File: src/rtl/instr_sequencer_pkg.sv
// rtl/instr_sequencer_pkg.sv - shared opcodes, states and instruction fields
// Purpose: opcode constants (ALU ops are shared with the ALU), FSM state
//          encoding, instruction field positions and flag bit positions.
// Ports:   none (package).
package instr_sequencer_pkg;

    localparam int INSTR_W = 16;
    localparam int OPC_HI  = 15;
    localparam int OPC_LO  = 10;
    localparam int RSV_HI  = 9;
    localparam int RSV_LO  = 8;
    localparam int IMM_HI  = 7;
    localparam int IMM_LO  = 0;

    // Bit positions inside the latched flag word {s,p,ov,cy,z}
    localparam int FLG_Z  = 0;
    localparam int FLG_CY = 1;
    localparam int FLG_OV = 2;
    localparam int FLG_P  = 3;
    localparam int FLG_S  = 4;

    typedef enum logic [5:0] {
        OP_NOP  = 6'h00,
        OP_NOT  = 6'h01,
        OP_XOR  = 6'h02,
        OP_OR   = 6'h03,
        OP_AND  = 6'h04,
        OP_SUB  = 6'h05,
        OP_ADD  = 6'h06,
        OP_RR   = 6'h07,
        OP_RL   = 6'h08,
        OP_DEC  = 6'h09,
        OP_INC  = 6'h0A,
        OP_LDI  = 6'h10,
        OP_JMP  = 6'h20,
        OP_JZ   = 6'h21,
        OP_JC   = 6'h22,
        OP_HALT = 6'h3F
    } opcode_t;

    typedef enum logic [2:0] {
        ST_FETCH = 3'd0,
        ST_WAIT  = 3'd1,
        ST_EXEC  = 3'd2,
        ST_WB    = 3'd3,
        ST_HALT  = 3'd4
    } state_t;

    function automatic logic is_alu_op(input logic [5:0] op);
        return (op >= 6'(OP_NOT)) && (op <= 6'(OP_INC));
    endfunction

endpackage

File: src/rtl/instr_sequencer_if.sv
// rtl/instr_sequencer_if.sv - program memory and ALU bus bundle
// Purpose: groups the program memory read port and the ALU operand/result
//          signals between the sequencer (master) and memory/ALU (slave).
// Signals: pm_addr, pm_rd_en, pm_rdata; alu_instr_code, alu_in_data,
//          alu_reg_file, alu_result, alu_flag_{z,cy,ov,p,s}.
interface instr_sequencer_if #(
    parameter int PC_W = 8
);
    logic [PC_W-1:0] pm_addr;
    logic            pm_rd_en;
    logic [15:0]     pm_rdata;
    logic [5:0]      alu_instr_code;
    logic [7:0]      alu_in_data;
    logic [7:0]      alu_reg_file;
    logic [7:0]      alu_result;
    logic            alu_flag_z;
    logic            alu_flag_cy;
    logic            alu_flag_ov;
    logic            alu_flag_p;
    logic            alu_flag_s;

    modport master (
        output pm_addr, pm_rd_en, alu_instr_code, alu_in_data, alu_reg_file,
        input  pm_rdata, alu_result, alu_flag_z, alu_flag_cy, alu_flag_ov,
               alu_flag_p, alu_flag_s
    );

    modport slave (
        input  pm_addr, pm_rd_en, alu_instr_code, alu_in_data, alu_reg_file,
        output pm_rdata, alu_result, alu_flag_z, alu_flag_cy, alu_flag_ov,
               alu_flag_p, alu_flag_s
    );
endinterface

File: src/rtl/instr_sequencer_flag_reg.sv
// rtl/instr_sequencer_flag_reg.sv - flag latch with per-bit load enables
// Purpose: holds {s,p,ov,cy,z}; each bit loads only when its enable is set.
// Ports:   clk, rst_n (async active-low), i_load[W] enables, i_d[W] data,
//          o_q[W] latched flags.
module instr_sequencer_flag_reg #(
    parameter int W = 5
) (
    input  logic         clk,
    input  logic         rst_n,
    input  logic [W-1:0] i_load,
    input  logic [W-1:0] i_d,
    output logic [W-1:0] o_q
);
    logic [W-1:0] r_q;

    always_ff @(posedge clk or negedge rst_n) begin
        if (!rst_n) begin
            r_q <= '0;
        end else begin
            r_q <= (r_q & ~i_load) | (i_d & i_load);
        end
    end

    assign o_q = r_q;
endmodule

File: src/rtl/instr_sequencer.sv
// rtl/instr_sequencer.sv - fetch/decode/execute controller for the 8-bit ALU
// Purpose: fetches 16-bit instructions, drives the ALU, writes back the
//          accumulator and flags, resolves jumps. One instruction in flight.
// Ports:   clk, rst_n (async active-low), en (advance enable),
//          bus (master: program memory + ALU), acc, flags {s,p,ov,cy,z},
//          halted.
module instr_sequencer
    import instr_sequencer_pkg::*;
#(
    parameter int              PC_W     = 8,
    parameter logic [PC_W-1:0] RESET_PC = '0
) (
    input  logic                clk,
    input  logic                rst_n,
    input  logic                en,
    instr_sequencer_if.master   bus,
    output logic [7:0]          acc,
    output logic [4:0]          flags,
    output logic                halted
);
    state_t              r_state;
    state_t              w_next_state;
    logic [PC_W-1:0]     r_pc;
    logic [INSTR_W-1:0]  r_ir;
    logic [7:0]          r_acc;
    logic [5:0]          w_opcode;
    logic [7:0]          w_imm;
    logic                w_is_alu;
    logic [PC_W-1:0]     w_target;
    logic [4:0]          w_flag_load;
    logic [4:0]          w_flag_d;
    logic [1:0]          w_unused_rsvd;

    assign w_opcode      = r_ir[OPC_HI:OPC_LO];
    assign w_imm         = r_ir[IMM_HI:IMM_LO];
    assign w_unused_rsvd = r_ir[RSV_HI:RSV_LO];
    assign w_is_alu      = is_alu_op(w_opcode);
    assign w_target      = PC_W'(w_imm);

    always_ff @(posedge clk or negedge rst_n) begin
        if (!rst_n) begin
            r_state <= ST_FETCH;
        end else if (en) begin
            r_state <= w_next_state;
        end
    end

    always_ff @(posedge clk or negedge rst_n) begin
        if (!rst_n) begin
            r_pc  <= RESET_PC;
            r_ir  <= '0;
            r_acc <= '0;
        end else if (en) begin
            case (r_state)
                ST_WAIT: begin
                    r_ir <= bus.pm_rdata;
                    r_pc <= r_pc + 1'b1;
                end
                ST_EXEC: begin
                    case (w_opcode)
                        OP_LDI: r_acc <= w_imm;
                        OP_JMP: r_pc  <= w_target;
                        // Conditional jumps test the latched flags only
                        OP_JZ:  if (flags[FLG_Z])  r_pc <= w_target;
                        OP_JC:  if (flags[FLG_CY]) r_pc <= w_target;
                        default: ;
                    endcase
                end
                ST_WB: r_acc <= bus.alu_result;
                default: ;
            endcase
        end
    end

    always_comb begin
        w_next_state       = r_state;
        bus.pm_rd_en       = 1'b0;
        bus.alu_instr_code = 6'(OP_NOP);
        case (r_state)
            ST_FETCH: begin
                // Gated by rst_n so the strobe reads 0 while reset is held
                bus.pm_rd_en = en & rst_n;
                w_next_state = ST_WAIT;
            end
            ST_WAIT: w_next_state = ST_EXEC;
            ST_EXEC: begin
                if (w_is_alu) begin
                    bus.alu_instr_code = w_opcode;
                    w_next_state       = ST_WB;
                end else if (w_opcode == 6'(OP_HALT)) begin
                    w_next_state = ST_HALT;
                end else begin
                    w_next_state = ST_FETCH;
                end
            end
            ST_WB: begin
                bus.alu_instr_code = w_opcode;
                w_next_state       = ST_FETCH;
            end
            ST_HALT: w_next_state = ST_HALT;
            default: w_next_state = ST_FETCH;
        endcase
    end

    // cy follows the ALU only on ADD; the other flags load on every ALU op
    assign w_flag_load = (en && (r_state == ST_WB))
                       ? {1'b1, 1'b1, 1'b1, (w_opcode == 6'(OP_ADD)), 1'b1}
                       : 5'b0;
    assign w_flag_d    = {bus.alu_flag_s, bus.alu_flag_p, bus.alu_flag_ov,
                          bus.alu_flag_cy, bus.alu_flag_z};

    instr_sequencer_flag_reg #(.W(5)) u_flag_reg (
        .clk    (clk),
        .rst_n  (rst_n),
        .i_load (w_flag_load),
        .i_d    (w_flag_d),
        .o_q    (flags)
    );

    assign bus.pm_addr      = r_pc;
    assign bus.alu_in_data  = r_acc;
    assign bus.alu_reg_file = w_imm;
    assign acc              = r_acc;
    assign halted           = (r_state == ST_HALT);
endmodule
File: src/flat_wrapper.sv
// flat-port wrapper written by rule: the top's interface ports become plain ports
module instr_sequencer_flat import instr_sequencer_pkg::*;
#(
    parameter int              PC_W     = 8,
    parameter logic [PC_W-1:0] RESET_PC = '0
)
  (clk, rst_n, en, acc, flags, halted, bus_pm_addr, bus_pm_rd_en, bus_alu_instr_code, bus_alu_in_data, bus_alu_reg_file, bus_pm_rdata, bus_alu_result, bus_alu_flag_z, bus_alu_flag_cy, bus_alu_flag_ov, bus_alu_flag_p, bus_alu_flag_s);
  instr_sequencer_if #(.PC_W(PC_W)) bus_i ();
  input  logic clk;
  input  logic rst_n;
  input  logic en;
  output logic [7:0] acc;
  output logic [4:0] flags;
  output logic halted;
  output wire logic [$bits(bus_i.pm_addr)-1:0] bus_pm_addr;
  output wire logic [$bits(bus_i.pm_rd_en)-1:0] bus_pm_rd_en;
  output wire logic [$bits(bus_i.alu_instr_code)-1:0] bus_alu_instr_code;
  output wire logic [$bits(bus_i.alu_in_data)-1:0] bus_alu_in_data;
  output wire logic [$bits(bus_i.alu_reg_file)-1:0] bus_alu_reg_file;
  input wire logic [$bits(bus_i.pm_rdata)-1:0] bus_pm_rdata;
  input wire logic [$bits(bus_i.alu_result)-1:0] bus_alu_result;
  input wire logic [$bits(bus_i.alu_flag_z)-1:0] bus_alu_flag_z;
  input wire logic [$bits(bus_i.alu_flag_cy)-1:0] bus_alu_flag_cy;
  input wire logic [$bits(bus_i.alu_flag_ov)-1:0] bus_alu_flag_ov;
  input wire logic [$bits(bus_i.alu_flag_p)-1:0] bus_alu_flag_p;
  input wire logic [$bits(bus_i.alu_flag_s)-1:0] bus_alu_flag_s;
  assign bus_pm_addr = bus_i.pm_addr;
  assign bus_pm_rd_en = bus_i.pm_rd_en;
  assign bus_alu_instr_code = bus_i.alu_instr_code;
  assign bus_alu_in_data = bus_i.alu_in_data;
  assign bus_alu_reg_file = bus_i.alu_reg_file;
  assign bus_i.pm_rdata = bus_pm_rdata;
  assign bus_i.alu_result = bus_alu_result;
  assign bus_i.alu_flag_z = bus_alu_flag_z;
  assign bus_i.alu_flag_cy = bus_alu_flag_cy;
  assign bus_i.alu_flag_ov = bus_alu_flag_ov;
  assign bus_i.alu_flag_p = bus_alu_flag_p;
  assign bus_i.alu_flag_s = bus_alu_flag_s;
  instr_sequencer #(.PC_W(PC_W), .RESET_PC(RESET_PC)) u_core (.clk(clk), .rst_n(rst_n), .en(en), .bus(bus_i), .acc(acc), .flags(flags), .halted(halted));
endmodule
File: config.mk
export PLATFORM = sky130hd
export DESIGN_NAME = instr_sequencer_flat
export DESIGN_NICKNAME = d
export VERILOG_FILES = /design/src/rtl/instr_sequencer_pkg.sv /design/src/rtl/instr_sequencer_if.sv /design/src/rtl/instr_sequencer_flag_reg.sv /design/src/rtl/instr_sequencer.sv /design/src/flat_wrapper.sv
export SDC_FILE = /design/constraint.sdc
export NUM_CORES = 1
export LEC_CHECK = 0
export ABC_AREA = 1
export CAP_MARGIN = 20
export CORE_MARGIN = 10
export CORE_UTILIZATION = 40
export CTS_CLUSTER_DIAMETER = 50
export CTS_CLUSTER_SIZE = 16
export DETAILED_ROUTE_END_ITERATION = 10
export GPL_TIMING_DRIVEN = 0
export PLACE_DENSITY = 0.73
export SLEW_MARGIN = 10
export SYNTH_ARGS = -nofsm -noshare
export SYNTH_HDL_FRONTEND = slang
export SYNTH_SLANG_ARGS = --single-unit
File: constraint.sdc
create_clock -name clk -period 2.4 [get_ports clk]
set_clock_uncertainty 0.15 [all_clocks]
set_input_delay 0.48 -clock clk [delete_from_list [all_inputs] [get_ports clk]]
set_output_delay 0.48 -clock clk [all_outputs]
set_load 0.1 [all_outputs]
# After elaboration in Yosys (flattened, before gate mapping)

Cells that the tools add are included.

Add/subtract/negate cells: 1
$lt $le $gt $ge: 2
Eq/ne operators: 14
Multiplexer cells: 13
Bitwise operators: 5
Reductions and logical operators: 8

Operators by type and width:

| kind                  | number |
|---|---|
| $pmux W8 S2           | 2 |
| $eq A6 B6 Y1 const B  | 4 |
| $mux W8               | 3 |
| $pmux W8 S3           | 1 |
| $pmux W3 S4           | 1 |
| $pmux W6 S2           | 1 |
| $and A5 B5 Y5         | 2 |
| $add A8 B1 Y8 const B | 1 |
| $eq A3 B2 Y1 const B  | 2 |
| $eq A6 B3 Y1 const B  | 1 |
| $eq A6 B5 Y1 const B  | 1 |
| $ge A6 B1 Y1 const B  | 1 |
| $le A6 B4 Y1 const B  | 1 |
| $mux W3               | 2 |
| $mux W6               | 1 |
| $ne A3 B3 Y1 const B  | 2 |
| $mux W5               | 1 |
| $not A5 Y5            | 1 |
| $or A5 B5 Y5          | 1 |
| $reduce_and A5 Y1     | 1 |
| $ne A4 B3 Y1 const B  | 1 |
| $reduce_bool A2 Y1    | 2 |
| $eq A3 B1 Y1 const B  | 1 |
| $eq A3 B3 Y1 const B  | 1 |
| 7 further kinds       | 8 |

Register bits after elaboration: 40

# Depth between registers and ports, before layout

Gate-level depths: netlist of the first run.

Depth after elaboration: 6
Depth in mapped cells: 9
Gate-level depth less buffers: 9

# Hierarchy

From an unflattened synthesis of the first run, not the netlist that was laid out.

Cells, all modules: 295
Area, all modules: 2,259.7 um^2

By module, submodules not included:

| module                   | instances | cells each | area each (um^2) |
|---|---|---|---|
| instr_sequencer          | 1         | 270        | 2,059.5 |
| instr_sequencer_flag_reg | 1         | 25         | 200.2 |

# Least setup slack after synthesis of the first run

No wires, ideal clock.

Kind: flip-flop to output port
Start: register u_core.r_state[0]
End: output port halted
Arrival: 2.566 ns
Path slack: -0.796 ns
Stages on the path, launching flop included: 2
Buffers on the path: 0
Cell sequence: dfrtp_1 nor3_1

Word-level cells in the longest chain between the ends: 1

Ends and longest elaborated chain:

| element                | line                   | text |
|---|---|---|
| start, declared        | instr_sequencer.sv:21  | `state_t r_state;` |
| start signal, assigned | instr_sequencer.sv:44  | `r_state <= w_next_state;` |
| $eq A3 B3 Y1           | instr_sequencer.sv:124 | `assign halted = (r_state == ST_HALT);` |
| end, declared          | flat_wrapper.sv:14     | `output logic halted;` |

No other way between the ends.

# Worst setup path in the final report of the first run

Start: register u_core.r_state[2]
End: output port bus_alu_instr_code[3]

Word-level cells in the longest chain between the ends: 2
Elaborated cells on any way between the ends: 3
Those cells by class: eq/ne: 2; mux: 1

Ends and longest elaborated chain:

| element       | line                  | text |
|---|---|---|
| $eq A3 B2 Y1  | instr_sequencer.sv:79 | `case (r_state)` |
| $pmux W6 S2 * | instr_sequencer.sv:79 |  |
| end, declared | flat_wrapper.sv:17    | `output wire logic [$bits(bus_i.alu_instr_code)-1:0] bus_alu_instr_code;` |

Mark *: on every way between the ends. The rest lies on a longest branch, timed or not.

==> results_dict.tcl, run 1 <==
set metrics [dict create \
    synth_top_family_by_area "simple AND/OR/NAND/NOR gates" \
    max_freq_ghz 0.419 \
    critPathKind "reg2out" \
    post_drt_wl_per_cell_microns 13.9 \
    startpoint "u_core.r_state[2]" \
    rows 26 \
    fill_cells 501 \
    layout-drive-gt1-share_pct 18.5 \
    gp_congestion 0.871 \
    synthSimpleGateAreaFrac_pct 26.8 \
    grt.total_usage_pct 14.2 \
    synth_xor_area_share_pct 0 \
    min_period_ps 2390 \
    wl_microns 6100 \
    crit_fanout 10 \
    final_common_cell "nand2_1" \
    grt_pass1_wl_microns 9950 \
    synth_top_cell_by_area "dfrtp_1" \
    final_cell_mix "nand2_1, dlygate4sd2_1, dfrtp_1" \
    multi_input_area_sq_um 956 \
    chipHeight_microns 93.1 \
    tightestPinTransition_ps 1000 \
    hold_viol_final 0 \
    r2r-end "u_core.acc[0]" \
    grt_pass1_vias 2032 \
    synth.cell_area_sq_um 2130 \
    dr.pass1.iters 4 \
    setup_violations 0 \
    root_buffer "clkbuf_8" \
    synth-seq-area-share_pct 44.5 \
    regToRegStartpoint "u_core.r_state[2]" \
    place.port_buffers 74 \
    hold-worst-slack_ps 16.0 \
    ff_latch_area_sq_um 953 \
    ys_warn_count 0 \
    gr-total-overflow 0 \
    synth_area_leaders "dfrtp_1, nand2_1, inv_1" \
    area_growth_pct 48.4 \
    core-area_sq_um 5140 \
    synth_top_cell_area_share_pct 44.5 \
    synth_compound_area_share_pct 10.9 \
    end_kind "output port" \
    place_ws_ps -727 \
    maxCapViolCount 0 \
    vias 2079 \
    initialDrtViolationCount 65 \
    ys_types 25 \
    synth_cells 283 \
    dieArea_sq_um 8660 \
    ctsLongestPathBuffers 2 \
    numClockSinks 38 \
    instances_no_fill 438 \
    crit_path_end "bus_alu_instr_code[3]" \
    clk_pin_slew_ps 70 \
    dpl.hpwl_microns 4680 \
    critPathLaunchType "flop" \
    initial_core_util_pct 41.5 \
    muxShareOfSynthArea_pct 3.17 \
    timing.final.ws_setup_ps 12.2 \
    dp.cells 428 \
    ys_ff_latch 38 \
    fin_nets 400 \
    synth_nets 316 \
    worstRegToRegCells 7 \
    dieWidth_microns 93.1 \
    cts_buffers 5 \
    synth_fa_ha_area_share_pct 0.586 \
    cp.required_ps 1770 \
    antenna_found_initial 0 \
    slew_headroom_pct 33.6 \
    finalCritPeriodShare_pct 99.5 \
    drc 0 \
    io_pins 77 \
    grt_max_degree 22 \
    cts_tree "done" \
    crit_arrival_ps 1760 \
    hp-class "in2async" \
    drt-vias-per-instance 4.75 \
    clk_latency_ps 290 \
    htreeDepth 2 \
    rsz0062_at_grt "yes" \
    r2r_setup_slack_ps 650 \
    insertedDiodeCount 0 \
    slew_violations 0 \
    avgSynthCellArea_sq_um 7.54 \
    ant_nets 0 \
    outcome "complete, no violations" \
]
==> repair_timing <==
action / CTS / global route
endpoints found under the hold margin: 17 / 0
buffers inserted: 1 / 0
resized for setup: 97 / 16
pin swaps: 1 / 1
endpoints found under the setup margin: 45 / 7
hold buffers: 2 / 0
==> synthesized netlist by cell type <==
| cell | number |
|---|---|
| inv_2 | 1 |
| a21oi_1 | 15 |
| a21oi_2 | 1 |
| or2_2 | 2 |
| nand3_1 | 16 |
| clkbuf_1 | 3 |
| nand4_1 | 4 |
| o21ai_4 | 1 |
| o21bai_1 | 2 |
| nand3_2 | 2 |
| buf_6 | 1 |
| nor2_1 | 20 |
| nor2_4 | 1 |
| ha_1 | 1 |
| mux2_2 | 6 |
| dfrtp_1 | 38 |
| buf_2 | 2 |
| o21ai_0 | 21 |
| a21boi_0 | 1 |
| o21ai_1 | 1 |
| nor3_1 | 3 |
| nand2_1 | 87 |
| buf_4 | 17 |
| nand2_2 | 1 |
| inv_1 | 36 |
==> final cells by class <==
type,count,area share [%]
Clock inverter,1,0.158
Buffer,22,5.13
Multi-Input combinational cell,185,30.2
Clock buffer,7,2.73
Sequential cell,38,30.1
Tap cell,70,2.76
Inverter,37,4.38
Timing Repair Buffer,78,24.6
==> stage by stage <==
stage          setup TNS [ps]  utilization (%)  cell area [sq um]
6_report                    0             61.6               3170
3_5_place_dp            -4690             58.3               3000
5_1_grt                  -161             61.6               3170
3_3_place_gp           -15790             57.9               2980
4_1_cts                     0             60.4               3100
2_1_floorplan           -2840                -               2150
==> worst max-delay path, stage by stage (launching register included) <==
cell and delay, ps:
dfrtp_1 410, inv_2 130, nand3_2 120, inv_2 90, buf_6 140, nand3_4 130
a21oi_2 240, buf_12 200
==> layer usage <==
layer / global-route usage (%) / part of all wire (%)
met4: 4.76 / 1.4
met3: 4.96 / 6.8
met5: 0 / 0
met2: 23.1 / 48
met1: 17.1 / 43
==> logic make-up after synthesis <==
kind of cell	after synthesis
AOI/OAI and AO/OA	42
buffers and inverters	60
and+or+nand+nor	136
DFF	38
adders and majority gates	1
muxes	6
==> how the worst min path moves through the flow <==
| stage | from | end | slack, ps | depth (start not counted) |
|---|---|---|---|---|
| 2_1_floorplan | rst_n | asynchronous set/reset pin | 30 | 0 |
| 4_1_cts | rst_n | u_core.r_ir[7] | 3 | 2 |
| 6_report | rst_n | u_core.acc[5] | 20 | 2 |
| 3_3_place_gp | flop | flop | 310 | 2 |
| 3_5_place_dp | rst_n | u_core.acc[7] | 310 | 1 |
| 5_1_grt | rst_n | u_core.r_ir[7] | 30 | 2 |
Power of run 1 is left out: the tool's default activity adds up to more than one toggle a clock period on the data nets, which glitch-free logic cannot reach.
==> inputs of run 2 (changes only) <==
Settings changed: CAP_MARGIN 20 to not set, CTS_BUF_LIST set to sky130_fd_sc_hd__clkbuf_16, SETUP_SLACK_MARGIN set to 0.3.
==> run 2 against run 1 <==
Sequential share of layout area decreased by 3.6 points. First-iteration DRC count increased by 63%. Die area unchanged. Wire length increased by 11%. Worst setup slack improved by 150 ps. Register-to-register slack got worse by 390 ps. Core utilization increased by 8.5 points. Final cell count increased by 6.2%. Via count increased by 6.1%. Largest cell class is now buffers.
==> results_dict.tcl, run 2 (synthesized netlist as in run 1, its figures left out) <==
set metrics [dict create \
    htreeDepth 2 \
    crit_path_end "bus_alu_instr_code[1]" \
    finalCritPeriodShare_pct 93.1 \
    ctsLongestPathBuffers 2 \
    maxCapViolCount 0 \
    r2r_setup_slack_ps 260 \
    slew_headroom_pct 36.9 \
    gr-total-overflow 0 \
    slew_violations 0 \
    dieArea_sq_um 8660 \
    post-route-util_pct 70.2 \
    vias 2205 \
    end_kind "output port" \
    chipHeight_microns 93.1 \
    area_growth_pct 69.0 \
    core-area_sq_um 5140 \
    grt_pass1_vias 2214 \
    crit_arrival_ps 1610 \
    dpl.hpwl_microns 4820 \
    grt_max_degree 28 \
    drc 0 \
    setup_violations 0 \
    fin_nets 427 \
    antenna_found_initial 0 \
    ant_nets 0 \
    hold-worst-slack_ps 2.04 \
    place_ws_ps -772 \
    rows 26 \
    worstRegToRegCells 13 \
    r2r-end "u_core.r_state[2]" \
    startpoint "u_core.r_ir[12]" \
    regToRegStartpoint "u_core.r_ir[10]" \
    hold_viol_final 0 \
    max_freq_ghz 0.447 \
    final_cell_mix "nand2_1, buf_4, dfrtp_1" \
    drt-vias-per-instance 4.74 \
    crit_fanout 4 \
    place.port_buffers 74 \
    insertedDiodeCount 0 \
    io_pins 77 \
    critPathLaunchType "flop" \
    critPathKind "reg2out" \
    post_drt_wl_per_cell_microns 14.5 \
    clk_pin_slew_ps 60 \
    cts_tree "done" \
    max_stage_delay_ps 380 \
    clk_latency_ps 280 \
    min_period_ps 2240 \
    numClockSinks 38 \
    final_common_cell "nand2_1" \
    root_buffer "clkbuf_16" \
    outcome "complete, no violations" \
    cp.required_ps 1770 \
    dieWidth_microns 93.1 \
    initialDrtViolationCount 106 \
    cts_buffers 5 \
    gp_congestion 0.888 \
    timing.final.ws_setup_ps 165 \
    hp-class "in2async" \
    dr.pass1.iters 4 \
    wl_microns 6760 \
    grt.total_usage_pct 15.6 \
    tightestPinTransition_ps 950 \
    layout-drive-gt1-share_pct 35.4 \
    crit_slowest_cell "dfrtp_1" \
    rsz0062_at_grt "yes" \
    initial_core_util_pct 41.5 \
    worstPathCellList "inv_2, buf_4, nand4_1, nand3_4, a21oi_4, buf_12" \
    grt_pass1_wl_microns 11000 \
]
-- run 2: changes by cell type in the layout (fill, tap and decap cells not counted), sizes merged --
cell and delta:
dlygate4sd2 -36, buf +29, clkdlybuf4s15 +34, dlygate4sd3 -1
clkdlybuf4s50 -1, clkinv +1, inv +1
-- run 2: final cells by class --
| cell class | instances | area, sq um |
|---|---|---|
| clock inverter | 3 | 12.5 |
| tap | 70 | 87.6 |
| fill | 410 | 1530 |
| timing repair buffer | 104 | 1070 |
| clock buffer | 5 | 125 |
| sequential | 38 | 955 |
| inverter | 37 | 139 |
| multi-input combinational | 185 | 1030 |
| buffer | 23 | 188 |
-- run 2: repair_timing --
item                                    4_1_cts  5_1_grt
cloned                                        0        1
hold buffers                                  1        0
gates resized for setup                     186       11
hold endpoints to repair                     12        0
pin swaps                                     8        8
setup buffers                                20        7
endpoints found under the setup margin       45       10
-- run 2: how the worst min path moves through the flow --
stage / start / to / slack (ps)
floorplan: rst_n / asynchronous set/reset pin / 30
global placement: flop / flop / 300
detailed placement: rst_n / u_core.bus.pm_addr[6] / 240
CTS: rst_n / u_core.bus.pm_addr[1] / 5
global route: rst_n / u_core.bus.pm_addr[1] / 20
finish: rst_n / u_core.bus.pm_addr[1] / 2
-- run 2: metal layers --
layer	vias to the layer above	GRT usage (%)	share of wire [%]
met1	1036	18.0	42
met3	7	5.04	6.6
met2	64	27.0	50
met4	0	4.11	0.93
met5	-	0	0
li1	1098	-	-
-- run 2: worst max-delay path: cells and delay by family (launching register included) --
kind / cells / cell delay (ps)
simple gates: 2 / 350
flops: 1 / 380
buf+inv: 3 / 390
compound gates: 1 / 190
-- run 2: metrics by stage --
| step | std cells | setup TNS [ps] | area [sq um] |
|---|---|---|---|
| floorplan | 283 | 0 | 2240 |
| global placement | 427 | -16790 | 3070 |
| detailed placement | 428 | -4240 | 3080 |
| CTS | 457 | 0 | 3520 |
| global route | 465 | 0 | 3610 |
| finish | 465 | 0 | 3610 |
Power of run 2 is left out for the same reason.
